**config.mk**
```make
export PLATFORM = sky130hd
export DESIGN_NAME = mul_unit
export DESIGN_NICKNAME = d
export VERILOG_FILES = /design/src/rtl/mul_unit.sv
export SDC_FILE = /design/constraint.sdc
export NUM_CORES = 1
export LEC_CHECK = 0
export ABC_CLOCK_PERIOD_IN_PS = 8100
export CORE_MARGIN = 1
export CORE_UTILIZATION = 26
export CTS_BUF_LIST = sky130_fd_sc_hd__clkbuf_2 sky130_fd_sc_hd__clkbuf_4 sky130_fd_sc_hd__clkbuf_8
export CTS_CLUSTER_DIAMETER = 80
export DETAILED_ROUTE_END_ITERATION = 10
export PLACE_DENSITY = 0.43
export REMOVE_ABC_BUFFERS = 1
export SKIP_CTS_REPAIR_TIMING = 1
export SLEW_MARGIN = 20
export SYNTH_ARGS = -nofsm -noshare
export SYNTH_HDL_FRONTEND = slang
export SYNTH_SLANG_ARGS = --single-unit
```
**constraint.sdc**
```tcl
create_clock -name clk -period 8.1 [get_ports clk]
set_clock_uncertainty 0.2 [all_clocks]
set_input_delay 1.215 -clock clk [delete_from_list [all_inputs] [get_ports clk]]
set_output_delay 1.215 -clock clk [all_outputs]
set_load 0.03 [all_outputs]
```
**src/rtl/mul_unit.sv**
```systemverilog
// mul_unit: iterative shift-add multiplier feeding the HI/LO registers.
// One partial product per clock, 32 compute cycles, result and done pulse on
// the following cycle. busy_o is the pipeline stall.
// Optional feature macro: SIGNED_MUL_EN (enables MULT via magnitude multiply
// and a final two's-complement negation).
`timescale 1ns/1ps

module mul_unit #(
  parameter int unsigned WIDTH = 32,
  parameter int unsigned CNT_W = 6
) (
  input  logic             clk,
  input  logic             rst_n,
  input  logic             start_i,
  input  logic             is_signed_i,
  input  logic [WIDTH-1:0] a_i,
  input  logic [WIDTH-1:0] b_i,
  input  logic             flush_i,
  input  logic             wr_hi_i,
  input  logic             wr_lo_i,
  input  logic [WIDTH-1:0] wr_data_i,
  output logic             busy_o,
  output logic             done_o,
  output logic [WIDTH-1:0] hi_o,
  output logic [WIDTH-1:0] lo_o
);

  localparam int unsigned PW = 2 * WIDTH;

  typedef enum logic {
    IDLE = 1'b0,
    BUSY = 1'b1
  } state_e;

  state_e           state_q, state_d;
  logic [WIDTH-1:0] mcand_q, mcand_d;
  logic [WIDTH-1:0] mplier_q, mplier_d;
  logic [PW-1:0]    acc_q, acc_d;
  logic [CNT_W-1:0] cnt_q, cnt_d;
  logic             busy_q, busy_d;
  logic             done_q, done_d;
  logic [WIDTH-1:0] hi_q, hi_d;
  logic [WIDTH-1:0] lo_q, lo_d;

  logic [WIDTH-1:0] mag_a_c;
  logic [WIDTH-1:0] mag_b_c;
  logic [WIDTH:0]   sum_c;
  logic [PW-1:0]    shifted_c;
  logic [PW-1:0]    prod_c;

`ifdef SIGNED_MUL_EN
  logic neg_q, neg_d;
  logic neg_c;

  // Operand magnitudes and result sign for MULT; MULTU passes straight through
  always_comb begin
    mag_a_c = a_i;
    mag_b_c = b_i;
    neg_c   = 1'b0;
    if (is_signed_i) begin
      if (a_i[WIDTH-1]) mag_a_c = ~a_i + WIDTH'(1);
      if (b_i[WIDTH-1]) mag_b_c = ~b_i + WIDTH'(1);
      neg_c = a_i[WIDTH-1] ^ b_i[WIDTH-1];
    end
  end

  assign prod_c = neg_q ? (~shifted_c + PW'(1)) : shifted_c;

  // Result sign register, loaded with the operands
  always_ff @(posedge clk or negedge rst_n) begin
    if (!rst_n) neg_q <= 1'b0;
    else        neg_q <= neg_d;
  end

  // Sign capture only on an accepted start
  always_comb begin
    neg_d = neg_q;
    if (state_q == IDLE && start_i && !flush_i) neg_d = neg_c;
  end
`else
  logic unused_is_signed;

  assign unused_is_signed = is_signed_i;
  assign mag_a_c          = a_i;
  assign mag_b_c          = b_i;
  assign prod_c           = shifted_c;
`endif

  // One shift-add step: add multiplicand into the upper half, carry into bit WIDTH, shift right
  assign sum_c     = {1'b0, acc_q[PW-1:WIDTH]} + (mplier_q[0] ? {1'b0, mcand_q} : '0);
  assign shifted_c = {sum_c, acc_q[WIDTH-1:1]};

  // State and datapath registers
  always_ff @(posedge clk or negedge rst_n) begin
    if (!rst_n) begin
      state_q  <= IDLE;
      mcand_q  <= '0;
      mplier_q <= '0;
      acc_q    <= '0;
      cnt_q    <= '0;
      busy_q   <= 1'b0;
      done_q   <= 1'b0;
      hi_q     <= '0;
      lo_q     <= '0;
    end else begin
      state_q  <= state_d;
      mcand_q  <= mcand_d;
      mplier_q <= mplier_d;
      acc_q    <= acc_d;
      cnt_q    <= cnt_d;
      busy_q   <= busy_d;
      done_q   <= done_d;
      hi_q     <= hi_d;
      lo_q     <= lo_d;
    end
  end

  // Next-state, iteration control and HI/LO update
  always_comb begin
    state_d  = state_q;
    mcand_d  = mcand_q;
    mplier_d = mplier_q;
    acc_d    = acc_q;
    cnt_d    = cnt_q;
    busy_d   = 1'b0;
    done_d   = 1'b0;
    hi_d     = hi_q;
    lo_d     = lo_q;
    case (state_q)
      IDLE: begin
        if (start_i && !flush_i) begin
          mcand_d  = mag_a_c;
          mplier_d = mag_b_c;
          acc_d    = '0;
          cnt_d    = '0;
          busy_d   = 1'b1;
          state_d  = BUSY;
        end else begin
          if (wr_hi_i) hi_d = wr_data_i;
          if (wr_lo_i) lo_d = wr_data_i;
        end
      end
      BUSY: begin
        if (flush_i) begin
          state_d = IDLE;
        end else begin
          acc_d    = shifted_c;
          mplier_d = mplier_q >> 1;
          cnt_d    = cnt_q + CNT_W'(1);
          if (cnt_q == CNT_W'(WIDTH - 1)) begin
            state_d = IDLE;
            done_d  = 1'b1;
            hi_d    = prod_c[PW-1:WIDTH];
            lo_d    = prod_c[WIDTH-1:0];
          end else begin
            busy_d = 1'b1;
          end
        end
      end
      default: state_d = IDLE;
    endcase
  end

  assign busy_o = busy_q;
  assign done_o = done_q;
  assign hi_o   = hi_q;
  assign lo_o   = lo_q;

endmodule

```
==> results.md, run 1 <==
* Status: finished clean
* Ys Warns at 0
* Largest net degree at the start of global routing at roughly 120
* Hold Crit Start: hi_o[21]
* Ant. Diodes at 0
* CP Cell Sequence: buf_4 -> clkdlybuf4s50_1
* GR peak layer: met2
* Routing usage on met1 at a little over a fifth
* Pin slew with the least headroom to its limit at a little under 1 ns
* Clock transition at the registers of the reported paths at approximately 0.11 ns
* Grt met2 use at roughly a quarter
* EDFF count, synth at 0
* H-tree Lvls at 4
* Library cells used by synthesis at 62
* Critical Path Source: busy_o
* # fillers at around 4000
* VDD IR max at 0.110 mV
* Top Family by Delay on Critical Path: buffers and inverters
* DP Wirelength at between 20000 and 25000 µm
* Area Overhead vs Synth at 25.8%
* CP Data Required Time at 6.68 ns
* Register area share after synthesis at roughly 49%
* Worst R2R Start: mplier_q[0]
* Slew Viols, Final at 0
* Final setup fails at 0
* Nets at 1294
* Critical path launch point type: register
* DRC violations left at 0
* Crit path max-delay cell type: clkdlybuf4s50_1
* Kind of critical path: reg2out
* Clock Path Buffers at 2
* Hold violation count in the final report at 0
* Tmin final at 4.04 ns
* Initial antenna violation count at 1
* Unrepaired setup endpoints after global routing: false
* Clk Latency, worst-skew pair at roughly 0.5 ns
* Pre-CTS WS at about 3.7 ns
* CTS sink cnt at 199
* Top_reg_cell synth: dfrtp_1
* I/O Pins at roughly 170
* Seq cells post-synth at a little under 200
* Routed WL at around 30000 µm
* Mapped Area at approximately 10000 µm²
* Vias at a little under 8000
* WP data arrival at 2.63 ns
* Vias in the first global route at around 7700
* TritonCTS buffer count at 17
* First-pass GRT wire length at 46300 µm
* Maximum fanout along the worst path at 32
* Root Driver: clkbuf_8
* M3 GR Usage at 2.79%
* Port Buf Inserts at about 170
* Total global-route track usage at approximately 15%
* Starting Density at a little over a quarter
* Hold_ws at 0.280 ns
* TritonRoute pass-1 iters at 5
* WL/cell at around 18 µm
* Max_cap viols at 0
* Crit path buffers/inverters at 2
* Post-route ant nets at 0
* Die Height at roughly 200 µm
* Die Span X at around 200 µm
* Max-slew headroom at a little over a third
* PwrDens at ~230 nW/µm²
* Initial detailed-routing violation count at between 300 and 400
* Core area at 38600 µm²
* Fin worst setup slack at roughly 4.1 ns
* Final period util at between 40% and 50%
* Share of cells above drive strength 1 at under 10%
* Syn avg cell area at roughly 10 µm²
* # rows at 72
* CTS tree: yes
* Die Footprint at 39900 µm²
* Max incr delay on CP at 0.78 ns
* Mapped Cells at ~1000
* Total grt overflow at 0
* Asr flop ratio synth at 100%
* Fmax at roughly 250 MHz
* Gp weighted congestion at just over 0.8
* Hold Path Class: reg2reg
* CP endpoint kind: output port
* Vias per Instance at 4.65
* Lkg Pwr at ~5.5 nW
==> cells by family after synthesis <==
| family | after synthesis | synth area share (%) |
|---|---|---|
| AND/OR/NAND/NOR | 292 | 13.0 |
| multiplexers | 85 | 8.78 |
| buffers and inverters | 73 | 2.86 |
| XOR/XNOR | 28 | 2.41 |
| AO/OA/AOI/OAI | 310 | 19.7 |
| adder cells (fa/ha/maj) | 34 | 4.26 |
| flip-flops | 199 | 49.0 |
==> layout make-up <==
class	count	area (µm²)	area share [%]
timing repair buffer	180	1770	13.9
sequential	199	4980	39.0
clock inverter	12	141	1.11
tap	518	648	5.07
clock buffer	20	263	2.05
inverter	10	37.5	0.293
multi-input combinational	749	4940	38.6
==> cell usage after synthesis, types with 10 or more instances <==
cell | instances | area share (%)
dfrtp_1 | 199 | 49
nand2_1 | 159 | 5.9
o21ai_0 | 121 | 6.0
a21oi_1 | 54 | 2.7
mux2i_1 | 52 | 5.1
clkbuf_1 | 43 | 1.6
nor2_1 | 42 | 1.6
a22o_1 | 36 | 3.1
and2_1 | 33 | 2.0
ha_1 | 33 | 4.1
mux2_2 | 33 | 3.7
a31oi_1 | 19 | 1.2
xor2_1 | 15 | 1.3
a21boi_0 | 14 | 1.0
and3_1 | 14 | 0.86
xnor2_1 | 13 | 1.1
a21o_1 | 11 | 0.81
buf_2 | 11 | 0.54
nand4_1 | 10 | 0.62
==> per-layer routing <==
| metal | wire length, µm | part of all wire, % | up-vias |
|---|---|---|---|
| li1 | - | - | 3910 |
| met1 | 14800 | 49 | 3778 |
| met2 | 13600 | 46 | 139 |
| met3 | 1100 | 3.7 | 15 |
| met4 | 375 | 1.3 | 0 |
| met5 | 0 | 0 | - |
==> sequential cells by signal (all words and copies together) (netlist names) <==
signal and cells:
hi_o 32, acc_q 63, busy_o 1, cnt_q 6, mcand_q 32, done_o 1, mplier_q 32, lo_o 32
==> per-stage QoR <==
step	power, mW	cells	TNS (ns)	area, µm²	util, %
detailed placement	2.32	1656	0	12400	32.0
global route	3.16	1688	0	12800	33.1
global placement	2.31	1656	0	12400	32.0
floorplan	1.90	958	-3.46	9910	-
finish	2.96	1688	0	12800	33.1
CTS	3.02	1688	0	12800	33.1
==> placed cells by master, fill, tap and decap left out, types with 10 or more instances in the layout <==
master,synthesis,layout
and3_1,14,14
a21oi_1,54,53
xnor2_1,13,13
clkbuf_8,0,18
buf_4,0,13
a31oi_1,19,19
a21boi_0,14,14
xor2_1,15,15
a22o_1,36,36
nor2_1,42,40
mux2i_1,52,52
o21ai_0,121,121
clkdlybuf4s50_1,0,166
dfrtp_1,199,198
a21o_1,11,11
and2_1,33,33
nand2_1,159,159
nand4_1,10,10
ha_1,33,33
mux2_2,33,33
==> where the power goes <==
| part | total, mW | switching (mW) | internal [mW] |
|---|---|---|---|
| registers | 1.28 | 0.110 | 1.17 |
| logic | 1.01 | 0.598 | 0.411 |
| clock network | 0.676 | 0.381 | 0.294 |
| total | 2.96 | 1.09 | 1.87 |
==> worst register-to-register path: stages, from the launching register on <==
cell and delay (ns):
dfrtp_1 0.37, buf_4 0.22, and2_1 0.20, ha_1 0.22
fa_1 0.42, a21o_1 0.22, a221oi_4 0.41, nor3_1 0.15
o21ai_0 0.53, o221ai_1 0.26, xnor2_1 0.29, o21ai_0 0.12
==> worst paths after layout <==
check | to | slack [ns] | cells after the start
hold / removal | hi_o[21] | 0.28 | 2
setup reg to reg | acc_q[59] | 4.35 | 11
min in group asynchronous | lo_o[30] | 0.61 | 1
hold reg to reg | hi_o[21] | 0.28 | 2
max in group asynchronous | mcand_q[24] | 5.87 | 2
setup / recovery | busy_o | 4.06 | 2
Note: power is estimated with default switching activity, not from simulation.
==> run 2: changes to the inputs <==
Settings changed: ABC_CLOCK_PERIOD_IN_PS 8100 to 3270, PLACE_DENSITY 0.43 to 0.44.
Clock period 8.1 ns to 3.27 ns, I/O delays scaled along.
==> run 2 against run 1 <==
Effect of this change:
- sequential power rose by 150%
- core utilization grew 1.9 points
- flip-flop and latch count unchanged
- design area grew 5.9%
- setup slack worse by 3.9 ns
- register-to-register slack lost 4.2 ns
- clock power increased to 2.6 times the previous value
- critical path type is now reg2reg
- global-route usage is 0.47 points higher
- non-clock buffer count grew 82
- highest routed layer unchanged
- via count rose by 4.0%
- first-iteration DRC count decreased by 9.2%
==> results.md, run 2 (synthesis results as in run 1) <==
* Vias at 8152 (+4.0%)
* Max_cap viols at 0 (unchanged)
* Status: finished clean
* Core area at 38600 µm² (unchanged)
* Min-Delay Path Depth at 2 (unchanged)
* Crit path max-delay cell type: dfrtp_2
* Max reg flops at 63 (unchanged)
* Routed WL at 30500 µm (+2.2%)
* Vias per Instance at 4.61 (-0.86%)
* H-tree Lvls at 4 (unchanged)
* WP data arrival at 3.30 ns (+0.67 ns)
* CP Cell Sequence: buf_6 -> and2_1 -> ha_1 -> a21oi_1 -> o211ai_1 -> a21o_1 -> a211oi_2 -> nor3b_1 -> a211oi_1 -> o21ai_0
* Starting Density at 26.3% (unchanged)
* Crit path buffers/inverters at 1 (-1)
* Most common library cell in the layout ignoring fill and taps: dfrtp_1
* Total grt overflow at 0 (unchanged)
* Final period util at between 90% and 100%
* CP Depth at 10 (+8)
* Kind of critical path: reg2reg
* Unrepaired setup endpoints after global routing: true
* DP Wirelength at 22800 µm (+9.3%)
* Hold Path Class: reg2reg
* Root Driver: clkbuf_8
* Nets at 1376 (+6.3%)
* Die Height at 200 µm (unchanged)
* Reg with most FFs: acc_q
* Initial detailed-routing violation count at 355 (-9.2%)
* I/O Pins at 169 (unchanged)
* Lkg Pwr at 5.97 nW (+7.8%)
* Initial antenna violation count at 0 (-1)
* Total global-route track usage at 15.9% (+0.47 points)
* TNS Setup at 0 ns (unchanged)
* CTS sink cnt at 199 (unchanged)
* First-pass GRT wire length at 47800 µm (+3.3%)
* # rows at 72 (unchanged)
* Port Buf Inserts at 167 (unchanged)
* DRC violations left at 0 (unchanged)
* Final setup fails at 0 (unchanged)
* Fmax at between 300 and 400 MHz
* Pin slew with the least headroom to its limit at 1.09 ns (+0.122 ns)
* Slew Viols, Final at 0 (unchanged)
* Pwr Total at 7.72 mW (+160%)
* Tmin final at between 3 and 4 ns
* CP Data Required Time at 3.46 ns (-3.22 ns)
* Area Overhead vs Synth at 33.2%
* Gp weighted congestion at 0.801 (-1.9%)
* Top Family by Delay on Critical Path: compound AO/OA/AOI/OAI gates
* TritonCTS buffer count at 17 (unchanged)
* Post-route ant nets at 0 (unchanged)
* Hold_ws at 0.286 ns (+0.00592 ns)
* Hold violation count in the final report at 0 (unchanged)
* Max incr delay on CP at 0.46 ns (-0.32 ns)
* Share of cells above drive strength 1 at 14.9% (+6.5 points)
* WL/cell at 17.3 µm (-2.5%)
* VDD IR max at 0.287 mV (+160%)
* TritonRoute pass-1 iters at 4 (-1)
* CP endpoint kind: register
* Max-slew headroom at 27.3% (-8.3 points)
* Clk Latency, worst-skew pair at 0.51 ns (+0.02 ns)
* Commonest cells after routing, fill and taps aside: dfrtp_1, clkdlybuf4s50_1, nand2_1
* Die Footprint at 39900 µm² (unchanged)
* Critical path launch point type: register
* Die Span X at 200 µm (unchanged)
* Vias in the first global route at 8241 (+6.9%)
* Clock Path Buffers at 2 (unchanged)
* PwrDens at 570 nW/µm² (+150%)
* CTS tree: yes
* Clock transition at the registers of the reported paths at 0.11 ns (about the same)
* Largest net degree at the start of global routing at 91 (-22%)
* Ant. Diodes at 0 (unchanged)
* Worst-case reg-to-reg path depth at 10 (-1)
* Maximum fanout along the worst path at 20 (-38%)
run 2: changes by cell type in the layout (fill, tap and decap cells not counted), moves of 2 or more:
cell / change
clkinv_4: -2
clkbuf_4: -2
buf_12: +6
buf_4: +74
inv_8: +5
run 2: path summary, 6_finish.rpt:
kind,start,to,slack (ns)
max in group asynchronous,rst_n,mplier_q[31],1.67
min in group asynchronous,rst_n,lo_o[28],0.41
worst min register to register,lo_o[0],lo_o[0],0.29
worst max-delay path,mplier_q[0],acc_q[63],0.16
worst max register to register,mplier_q[0],acc_q[63],0.16
worst min-delay path,lo_o[0],lo_o[0],0.29
run 2: report_power, final:
group	total (mW)	internal [mW]	switching, mW
clock	1.75	0.740	1.01
sequential	3.17	2.89	0.277
combinational	2.80	1.25	1.54
total	7.72	4.89	2.83
run 2: final cells by class:
type                            count  area [µm²]
Clock buffer                       18         248
Clock inverter                     14         183
Fill cell                        3946       25100
Inverter                           10        37.5
Multi-Input combinational cell    749        4970
Sequential cell                   199        4980
Tap cell                          518         648
Timing Repair Buffer              262        2470
run 2: stage by stage:
| step | area (µm²) | util, % | worst slack [ns] | cells |
|---|---|---|---|---|
| after floorplan | 9910 | - | -5.06 | 958 |
| after global placement | 13100 | 33.8 | 0.0553 | 1737 |
| after detailed placement | 13100 | 33.8 | 0.0396 | 1737 |
| after CTS | 13500 | 34.9 | -0.0224 | 1769 |
| after global routing | 13500 | 35.0 | -0.0582 | 1770 |
| final | 13500 | 35.0 | 0.158 | 1770 |
run 2: worst min-delay path, stage by stage, from the launching register on:
cell and delay, ns:
dfrtp_1 0.36, nand2_1 0.05, o21ai_0 0.06
run 2: layer usage:
layer	track usage, %	vias up	wire length, µm
met2	25.4	138	14100
met5	0	-	0
met1	22.2	3913	15000
met3	2.40	22	1040
met4	4.61	0	427
li1	-	4079	-
==> run 3: changes to the inputs <==
Settings changed: CTS_CLUSTER_SIZE set to 10, SLEW_MARGIN 20 to not set.
==> results of run 3 <==
No change in the layout: final DEF, timing and power equal those of run 2.
